`config.mk`:
```
export PLATFORM = sky130hd
export DESIGN_NAME = shift_iter
export DESIGN_NICKNAME = d
export VERILOG_FILES = /design/src/rtl/shift_iter.sv
export SDC_FILE = /design/constraint.sdc
export NUM_CORES = 1
export LEC_CHECK = 0
export CORE_MARGIN = 4
export CORE_UTILIZATION = 25
export DETAILED_ROUTE_END_ITERATION = 12
export SETUP_SLACK_MARGIN = 0.4
export SLEW_MARGIN = 20
export SYNTH_ARGS = -nofsm -noshare
export SYNTH_HDL_FRONTEND = slang
export SYNTH_SLANG_ARGS = --single-unit
export TNS_END_PERCENT = 30
```
`constraint.sdc`:
```
create_clock -name clk -period 5.6 [get_ports clk]
set_clock_uncertainty 0.1 [all_clocks]
set_input_delay 1.12 -clock clk [delete_from_list [all_inputs] [get_ports clk]]
set_output_delay 1.12 -clock clk [all_outputs]
set_load 0.01 [all_outputs]
```
`src/rtl/shift_iter.sv`:
```
// shift_iter: a multi-cycle shift/rotate engine.
// A request (operation, 5-bit count, carry, operand) is accepted over a
// valid/ready handshake. The count is then retired in STEP-bit chunks while
// the remaining count is at least STEP, and in 1-bit chunks after that. The
// result is returned over a second valid/ready handshake. This trades shift
// latency for a much smaller shifter than a full 32-bit barrel shifter.

package shifterPkg;
    // Operation select. Encoding 3'd7 is unused and is handled as a pass-through.
    typedef enum logic [2:0] {
        SHL = 3'd0,
        SHR = 3'd1,
        SAR = 3'd2,
        ROL = 3'd3,
        ROR = 3'd4,
        RCL = 3'd5,
        RCR = 3'd6
    } shiftOpSel;
endpackage

module shift_iter #(
    parameter int STEP = 4
) (
    input  logic                  clk,
    input  logic                  reset,
    input  logic                  inValid,
    output logic                  inReady,
    input  shifterPkg::shiftOpSel shiftOp,
    input  logic [4:0]            count,
    input  logic                  carryIn,
    input  logic [31:0]           dataIn,
    output logic                  outValid,
    input  logic                  outReady,
    output logic [31:0]           dataOut,
    output logic                  carryOut,
    output logic                  zero,
    output logic                  busy
);
    import shifterPkg::*;

    typedef enum logic [1:0] {
        IDLE = 2'd0,
        RUN  = 2'd1,
        DONE = 2'd2
    } stateT;

    stateT       r_state;
    shiftOpSel   r_op;
    logic [31:0] r_data;
    logic        r_carry;
    logic [4:0]  r_remaining;
    logic        r_outValid;
    logic        r_inReady;
    logic        r_busy;
    logic        r_zero;

    logic        w_opLegal;
    logic [3:0]  w_stepAmt;
    logic [5:0]  w_n;
    logic [32:0] w_wide;
    logic [32:0] w_rc;
    logic [32:0] w_rot;
    logic [31:0] w_stepData;
    logic        w_stepCarry;

    // Decide whether the incoming operation is a real shift or the unused encoding.
    always_comb begin
        w_opLegal = 1'b0;
        case (shiftOp)
            SHL, SHR, SAR, ROL, ROR, RCL, RCR: w_opLegal = 1'b1;
            default:                           w_opLegal = 1'b0;
        endcase
    end

    // One iteration of the current operation: a STEP-bit step while enough count remains, otherwise a single bit.
    always_comb begin
        w_stepAmt   = (r_remaining >= 5'(STEP)) ? 4'(STEP) : 4'd1;
        w_n         = 6'(w_stepAmt);
        w_wide      = '0;
        w_rc        = {r_carry, r_data};
        w_rot       = '0;
        w_stepData  = r_data;
        w_stepCarry = r_carry;
        case (r_op)
            SHL: begin
                w_wide      = {1'b0, r_data} << w_n;
                w_stepData  = w_wide[31:0];
                w_stepCarry = w_wide[32];
            end
            SHR: begin
                w_wide      = {r_data, 1'b0} >> w_n;
                w_stepData  = w_wide[32:1];
                w_stepCarry = w_wide[0];
            end
            SAR: begin
                w_wide      = $signed({r_data, 1'b0}) >>> w_n;
                w_stepData  = w_wide[32:1];
                w_stepCarry = w_wide[0];
            end
            ROL: begin
                w_stepData  = (r_data << w_n) | (r_data >> (6'd32 - w_n));
                w_stepCarry = w_stepData[0];
            end
            ROR: begin
                w_stepData  = (r_data >> w_n) | (r_data << (6'd32 - w_n));
                w_stepCarry = w_stepData[31];
            end
            RCL: begin
                w_rot       = (w_rc << w_n) | (w_rc >> (6'd33 - w_n));
                w_stepData  = w_rot[31:0];
                w_stepCarry = w_rot[32];
            end
            RCR: begin
                w_rot       = (w_rc >> w_n) | (w_rc << (6'd33 - w_n));
                w_stepData  = w_rot[31:0];
                w_stepCarry = w_rot[32];
            end
            default: begin
                w_stepData  = r_data;
                w_stepCarry = r_carry;
            end
        endcase
    end

    // Control FSM: accept in IDLE, iterate in RUN, present and hold the result in DONE.
    always_ff @(posedge clk or posedge reset) begin
        if (reset) begin
            r_state     <= IDLE;
            r_op        <= SHL;
            r_data      <= '0;
            r_carry     <= 1'b0;
            r_remaining <= '0;
            r_outValid  <= 1'b0;
            r_inReady   <= 1'b1;
            r_busy      <= 1'b0;
            r_zero      <= 1'b0;
        end else begin
            case (r_state)
                IDLE: begin
                    if (inValid) begin
                        r_op        <= shiftOp;
                        r_data      <= dataIn;
                        r_carry     <= carryIn;
                        r_remaining <= count;
                        r_inReady   <= 1'b0;
                        r_busy      <= 1'b1;
                        if (count == 5'd0 || !w_opLegal) begin
                            r_state    <= DONE;
                            r_outValid <= 1'b1;
                            r_zero     <= (dataIn == 32'd0);
                        end else begin
                            r_state <= RUN;
                        end
                    end
                end
                RUN: begin
                    r_data      <= w_stepData;
                    r_carry     <= w_stepCarry;
                    r_remaining <= r_remaining - 5'(w_stepAmt);
                    if (r_remaining == 5'(w_stepAmt)) begin
                        r_state    <= DONE;
                        r_outValid <= 1'b1;
                        r_zero     <= (w_stepData == 32'd0);
                    end
                end
                DONE: begin
                    if (outReady) begin
                        r_state    <= IDLE;
                        r_outValid <= 1'b0;
                        r_busy     <= 1'b0;
                        r_inReady  <= 1'b1;
                    end
                end
                default: begin
                    r_state    <= IDLE;
                    r_outValid <= 1'b0;
                    r_busy     <= 1'b0;
                    r_inReady  <= 1'b1;
                end
            endcase
        end
    end

    assign inReady  = r_inReady;
    assign outValid = r_outValid;
    assign busy     = r_busy;
    assign dataOut  = r_data;
    assign carryOut = r_carry;
    assign zero     = r_zero;

endmodule

```
Yosys cells after proc, flatten, opt, wreduce, memory -nomap -nowiden --
Index checks and enable logic that the tools add are counted.
Storage, ports and cells: register bits 47, latch bits 0, memory bits (writable) 0, memory bits (read-only) 0, bits of input ports 45, logic and storage cells 95, memories kept 0
Cells by class: add/subtract/negate cells 3, $mul 0, div/mod/pow operators 0, order comparisons 1, equal/unequal tests 20, shifts and indexed selects 11, mux-type cells 29, bitwise operators 5, reductions and logical operators 17
Operators by type and width (number):
- 32-bit case mux with 7 select lines | 1
- 33-bit OR | 2
- 33-bit by 3-bit right shift with 33-bit output | 2
- 32-bit logical NOT | 2
- 32-bit OR | 2
- 32-bit case mux with 2 select lines | 1
- 32-bit by 3-bit left shift with 33-bit output | 1
- 33-bit by 3-bit left shift with 33-bit output | 1
- 33-bit by 6-bit left shift with 33-bit output | 1
- 33-bit by 6-bit right shift with 33-bit output | 1
- 33-bit by 3-bit >>> shifter with 33-bit output | 1
- 32-bit two-way mux | 1
- 32-bit by 3-bit left shift with 32-bit output | 1
- 32-bit by 6-bit left shift with 32-bit output | 1
- 32-bit by 3-bit right shift with 32-bit output | 1
- 32-bit by 6-bit right shift with 32-bit output | 1
- 3-bit equality test, second input constant | 6
- 3-bit by 2-bit equality test with 1-bit output, second input constant | 4
- 1-bit two-way mux | 12
- 6-bit by 3-bit subtractor with 6-bit output, first input constant | 2
- 5-bit case mux with 2 select lines | 1
- 1-bit case mux with 3 select lines | 3
- 3-bit AND reduction | 3
- 2-bit two-way mux | 4
- 23 further kinds | 31

Logic depth before layout (Yosys ltp) --
Gate-level depths: netlist of the first run.
depth in word-level cells 9, mapped depth 14, mapped depth without buffers 10

Least setup slack after synthesis of the first run --
OpenSTA, ideal clock, no wires.
kind register -> register, from reg r_remaining[3], to reg r_zero (netlist: zero), library setup time 92 ps, arrival time 3460 ps, setup slack 1948 ps, stages on the path, launching flop included 15, buffers on the path 4, period minus slack after synthesis 3652 ps, path through dfrtp_1 or3_1 buf_2 buf_2 buf_2 clkbuf_1 inv_1 ha_1 nor4bb_1 nand3_1 a221oi_1 and3b_1 nand4_1 or4_1 o31ai_2
On the way: longest elaborated chain between the ends 9
RTL lines:
- start: declaration | RTL line 51 | logic [4:0] r_remaining;
- start signal: assignment | RTL line 144 | r_remaining <= count;
- start signal: assignment | RTL line 159 | r_remaining <= r_remaining - 5'(w_stepAmt);
- 5-bit by 3-bit >= comparator with 1-bit output | RTL line 77 | w_stepAmt = (r_remaining >= 5'(STEP)) ? 4'(STEP) : 4'd1;
- 3-bit two-way mux | RTL line 77
- 6-bit by 3-bit subtractor with 6-bit output (on tied branches)
- 33-bit by 6-bit left shift with 33-bit output (tied with other cells) | RTL line 114 | w_rot = (w_rc >> w_n) | (w_rc << (6'd33 - w_n));
- 33-bit OR (tied with other cells) | RTL line 114
- 32-bit case mux with 7 select lines | RTL line 84 | case (r_op)
- 32-bit logical NOT | RTL line 163 | r_zero <= (w_stepData == 32'd0);
- 1-bit two-way mux | RTL line 160 | if (r_remaining == 5'(w_stepAmt)) begin
- 1-bit case mux with 2 select lines | RTL line 138 | case (r_state)
- end signal: assignment | RTL line 150 | r_zero <= (dataIn == 32'd0);
- end signal: assignment | RTL line 163
- end: declaration | RTL line 55 | logic r_zero;
Parallel ways exist; a longest one is shown, timed or not. The select of a mux whose other input is x is not followed. A chain may end at the register's enable or synchronous reset.

Worst setup path after layout of the first run --
Same ends and word-level chain as after synthesis.

==> impl_metrics.ini, run 1 <==
[status]
status = complete, no violations

[timing]
fmax_mhz = 240.7
worstMarginPinSlew_ns = 1.038
relSlewSlack_pct = 30.82
tns_ns = 0
finalMaxSlewViolations = 0
finalCritPeriodShare_pct = 74.19
period_minus_slack_ns = 4.154
hold_viol = 0
hold-worst-slack_ns = 0.3941
finalSetupViolCount = 0
rsz0062_at_grt = false

[drt]
wl_um = 17370
wire_per_inst_um = 19.90
remaining_drc_errors = 0
dr.pass1.iters = 5
ant_nets = 0
drt_iter0_markers = 635
vias_per_cell = 5.717
vias = 4991

[worst_setup_path]
cp.required_ns = 5.71
r2r-start = r_remaining[3]
crit_path_max_incr_delay_ns = 0.76
cp_max_fo = 24
start_kind = flop
worstSetupEndpointType = flop
critical_path.slowest_cell = or3_1
worst_r2r_endpoint = zero
crit_path_cell_trace = or3_1 -> inv_1 -> ha_1 -> nor4bb_1 -> nand3_1 -> a221oi_1 -> and3b_1 -> nand4_1 -> or4_1 -> o31ai_2
cp.arrival_ns = 4.26
worstSetupPathType = reg2reg
r2r_setup_slack_ns = 1.45
r2r.worst_path.cells = 10

[synth]
synth_ff_type = dfrtp_1
synth_area_per_cell_sq_um = 7.173
syn_area_sq_um = 4325
synth-edff-count = 0
synth-async-reset-ratio_pct = 100.0
ys_ff_latch = 47
synth_nets = 651
yosysSeqAreaShare_pct = 27.22
yosys.cell_types.count = 64
synth_warnings = 0
syn_inst = 603

[power_and_ir_drop]
p_leak_uw = 0.002146
power.density_nw_per_um2 = 722.7
combPwrFrac_pct = 65.8
switching_power_uw = 2084
netSwitchingFraction_pct = 52.47
p_seq_share_pct = 24.4
power.total_uw = 3972
ir_drop_uv = 269.6
intPower_uw = 1888
power_frac_clock_pct = 9.8

[global_route]
grt_pass1_wl_um = 27530
grt_max_degree = 57
overflow = 0
antenna_found_initial = 0
grt_pass1_vias = 4789
track_usage_pct = 17.35

[place]
dp_hpwl_um = 12590
port_buffers = 81
gp_congestion = 0.9324

[cells_and_area]
drive_above_1_share_pct = 5.819
mostFrequentLayoutCell = nand2_1
antennaDiodeCount = 0
final_nets = 700
final_cell_mix = 116 x nand2_1, 81 x clkdlybuf4s50_1, 56 x nor2_1
utilization_pct = 32.79
syn2layout_area_growth_pct = 27.05

[floorplanning]
die-area_sq_um = 19470
core_area_sq_um = 16760
die_x_um = 139.5
initial_core_util_pct = 25.81
fp.dieH_um = 139.5
num_rows = 47
io_pins = 82

[clocking]
cts_root_buffer = clkbuf_16
clk_pin_slew_ns = 0.07
htree_levels = 2
clk_path_buf_depth = 2
cts_tree = done
post-cts-setup-buffers = 0
insertion_delay_ns = 0.29
cts_sinks = 47
cts-hold-fix-buffers = 0
ctsResizeCount = 0
cts_buffers = 5

[hold_path]
whs_endpoint = outValid
hp-start = outValid
min_path_cells = 1
hp-class = reg2reg

[job]
maxCapViolations = 0
==> Yosys cell counts, drive strengths merged, types with 7 or more instances <==
master,count,share of area [%]
dfrtp,46,27
and3,9,1.3
a21oi,52,6.0
mux2i,23,5.3
nand2,117,10
o221ai,14,2.8
nor2,56,4.9
nor4,9,1.3
o21ai,26,3.0
a31oi,30,4.3
nand3,21,2.4
a32oi,11,2.2
nor3,12,1.4
nor2b,7,1.0
nand2b,8,1.2
clkbuf,39,3.4
inv,12,1.0
a211oi,8,1.5
buf,13,1.4
==> routing by layer <==
metal,GRT usage [%],part of all wire [%]
met2,26.62,45
met3,2.367,7.9
met1,24.41,43
met4,7.547,3.5
met5,0,0
==> worst max-delay path by stage <==
stage / startpoint / end / cells past startpoint
6_report: r_remaining[3] / zero / 10
5_1_grt: r_remaining[3] / zero / 10
4_1_cts: r_remaining[3] / zero / 10
3_5_place_dp: r_remaining[3] / zero / 10
3_3_place_gp: r_remaining[3] / zero / 10
2_1_floorplan: r_remaining[3] / zero / 14
==> cells by family (layout without fill, tap and decap cells) <==
| family | after synthesis | in the layout | synth area share [%] |
|---|---|---|---|
| and+or+nand+nor | 272 | 272 | 29.59 |
| AOI/OAI and AO/OA | 189 | 189 | 29.51 |
| buffers and inverters | 64 | 114 | 5.785 |
| muxes | 26 | 26 | 6.624 |
| adders and majority gates | 3 | 3 | 0.8679 |
| xor gates and xnor gates | 2 | 2 | 0.4050 |
| DFF | 47 | 47 | 27.22 |
==> power by group through the flow <==
| stage | Combinational [uW] | Clock (uW) | Sequential (uW) |
|---|---|---|---|
| 3_3_place_gp | 2570 | 0 | 964 |
| 3_5_place_dp | 2570 | 0 | 961 |
| 4_1_cts | 2580 | 398 | 956 |
| 2_1_floorplan | 1770 | 0 | 782 |
| 6_report | 2610 | 390 | 968 |
| 5_1_grt | 2860 | 409 | 1010 |
==> cell type report <==
cell class                      instances  area (sq um)
Clock buffer                            6         128.9
Clock inverter                          2         60.06
Fill cell                            1820         11260
Inverter                               12         45.04
Multi-Input combinational cell        492          2900
Sequential cell                        47          1177
Tap cell                              220         275.3
Timing Repair Buffer                   94         908.4
==> metrics by stage <==
stage          area [sq um]  setup WS (ns)  cells
2_1_floorplan          4325          1.948    603
3_3_place_gp           5306          1.554    865
3_5_place_dp           5306          1.483    865
4_1_cts                5495          1.471    873
5_1_grt                5495          1.077    873
6_report               5495          1.446    873
==> sequential cells by signal, indices dropped and copies added (netlist names) <==
name,count
busy,1
r_op,3
dataOut,32
zero,1
carryOut,1
r_state,2
r_remaining,5
inReady,1
outValid,1
==> critical path: cells and delay by family, from the launching register on <==
kind,cells,cell delay (ns)
buffers and inverters,1,0.10
flip-flops,1,0.65
adder cells (fa/ha/maj),1,0.36
AND/OR/NAND/NOR,6,2.00
AO/OA/AOI/OAI,2,0.86
Power figures use the tool's default switching activity.
==> run 2: changes to the inputs <==
==> constraint.sdc (replaced) <==
create_clock -name clk -period 4.34 [get_ports clk]
set_clock_uncertainty 0.1 [all_clocks]
set_input_delay 0.868 -clock clk [delete_from_list [all_inputs] [get_ports clk]]
set_output_delay 0.868 -clock clk [all_outputs]
set_load 0.01 [all_outputs]
==> run 2 against run 1 <==
Effect of this change:
- count of clock-buffer cells in the layout unchanged
- largest cell class unchanged
- sequential cell count unchanged
- non-clock buffer count increased by 3
- final cell count increased by 0.34%
- clock power about the same
- critical path depth decreased by 2
==> impl_metrics.ini, run 2 (synthesized netlist as in run 1, its figures left out) <==
[status]
status = complete, no violations

[worst_setup_path]
r2r-start = r_op[1]
crit_path_cell_trace = buf_4 -> o21ai_1 -> nand2_2 -> a221oi_1 -> a21oi_1 -> a2111oi_0 -> nand4_1 -> o31ai_2
cp_max_fo = 18
cp.arrival_ns = 3.88
start_kind = flop
critical_path.slowest_cell = a2111oi_0
crit_path_max_incr_delay_ns = 0.77
crit_family = compound AO/OA/AOI/OAI gates
cp.required_ns = 4.45
worstSetupEndpointType = flop
r2r_setup_slack_ns = 0.57
critical_path_buf_inv_count = 1
worst_r2r_endpoint = zero
r2r.worst_path.cells = 8
worstSetupPathType = reg2reg

[cells_and_area]
antennaDiodeCount = 0
syn2layout_area_growth_pct = 26.79
largest_register_ffs = 32
mostFrequentLayoutCell = nand2_1
postLayoutCellArea_sq_um = 5484
utilization_pct = 32.72
final_nets = 703
final_cell_mix = 116 x nand2_1, 81 x clkdlybuf4s50_1, 56 x nor2_1
drive_above_1_share_pct = 6.250

[timing]
finalMaxSlewViolations = 0
rsz0062_at_grt = false
hold_viol = 0
relSlewSlack_pct = 41.56
period_minus_slack_ns = 3.770
fmax_mhz = 265.3
hold-worst-slack_ns = 0.4003
tns_ns = 0
finalSetupViolCount = 0
worstMarginPinSlew_ns = 0.8644
finalCritPeriodShare_pct = 86.86

[global_route]
track_usage_pct = 16.86
overflow = 0
grt_pass1_wl_um = 26840
grt_pass1_vias = 4628
grt_max_degree = 56
antenna_found_initial = 0

[clocking]
clk_path_buf_depth = 2
post-cts-setup-buffers = 0
htree_levels = 2
cts_buffers = 5
ctsResizeCount = 0
insertion_delay_ns = 0.30
cts_tree = done
clk_pin_slew_ns = 0.07
cts_sinks = 47
cts_root_buffer = clkbuf_16
cts-hold-fix-buffers = 0

[power_and_ir_drop]
power.density_nw_per_um2 = 918.7
power.total_uw = 5038
ir_drop_uv = 343.9
p_leak_uw = 0.002139

[drt]
drt_iter0_markers = 506
wl_um = 17220
vias_per_cell = 5.768
wire_per_inst_um = 19.65
remaining_drc_errors = 0
vias = 5053
ant_nets = 0
dr.pass1.iters = 5

[floorplanning]
fp.dieH_um = 139.5
io_pins = 82
die-area_sq_um = 19470
num_rows = 47
die_x_um = 139.5
core_area_sq_um = 16760
initial_core_util_pct = 25.81

[place]
dp_hpwl_um = 12330
gp_congestion = 0.9339
dpl_cell_area_sq_um = 5341
port_buffers = 81

[hold_path]
hp-start = outValid
hp-class = reg2reg
min_path_cells = 1
whs_endpoint = outValid

[job]
maxCapViolations = 0
==> run 2: cell types whose count changed in the layout (fill, tap and decap cells not counted), sizes merged <==
cell | before | now
inv | 12 | 11
clkinvlp | 0 | 1
clkinv | 0 | 2
buf | 13 | 16
bufinv | 2 | 0
==> run 2: area by class of cell <==
type	instances	area (sq um)
Clock buffer	6	128.9
Sequential cell	47	1177
Clock inverter	2	12.51
Tap cell	220	275.3
Inverter	12	46.29
Multi-Input combinational cell	492	2900
Fill cell	1783	11280
Timing Repair Buffer	97	943.4
==> run 2: stage by stage <==
stage	setup slack [ns]	cells
5_1_grt	0.5045	876
3_3_place_gp	0.6447	868
4_1_cts	0.6914	876
3_5_place_dp	0.7061	868
6_report	0.5702	876
2_1_floorplan	0.6883	603
==> run 2: worst max path at each step <==
stage,from,endpoint,slack [ns],cells past startpoint
final,r_op[1],zero,0.57,8
after detailed placement,r_op[1],zero,0.71,8
after CTS,r_op[1],zero,0.69,8
after global placement,r_op[1],zero,0.64,8
after floorplan,r_remaining[3],zero,0.69,14
after global routing,r_remaining[4],zero,0.50,9
==> run 2: routing by layer <==
layer	vias up	GRT usage (%)	wire [um]
met5	-	0	0
met4	0	5.711	449
met3	30	2.401	1225
met2	269	25.85	7869
met1	2401	24.33	7671
li1	2353	-	-
==> run 2: where the power goes <==
group	total [uW]	internal, uW	leakage [uW]	switching, uW
sequential	1180	678	0.000537	506
clock	391	213	0.0000669	178
combinational	3460	1450	0.00154	2010
total	5040	2340	0.00214	2700
==> run 3: changes to the inputs <==
--- a/config.mk
+++ b/config.mk
@@ -8,6 +8,7 @@
 export CORE_MARGIN = 4
 export CORE_UTILIZATION = 25
 export DETAILED_ROUTE_END_ITERATION = 12
+export HOLD_SLACK_MARGIN = 0.15
 export SETUP_SLACK_MARGIN = 0.4
 export SLEW_MARGIN = 20
 export SYNTH_ARGS = -nofsm -noshare
==> results of run 3 <==
The final DEF is identical to that of run 2; final timing and power are the same.
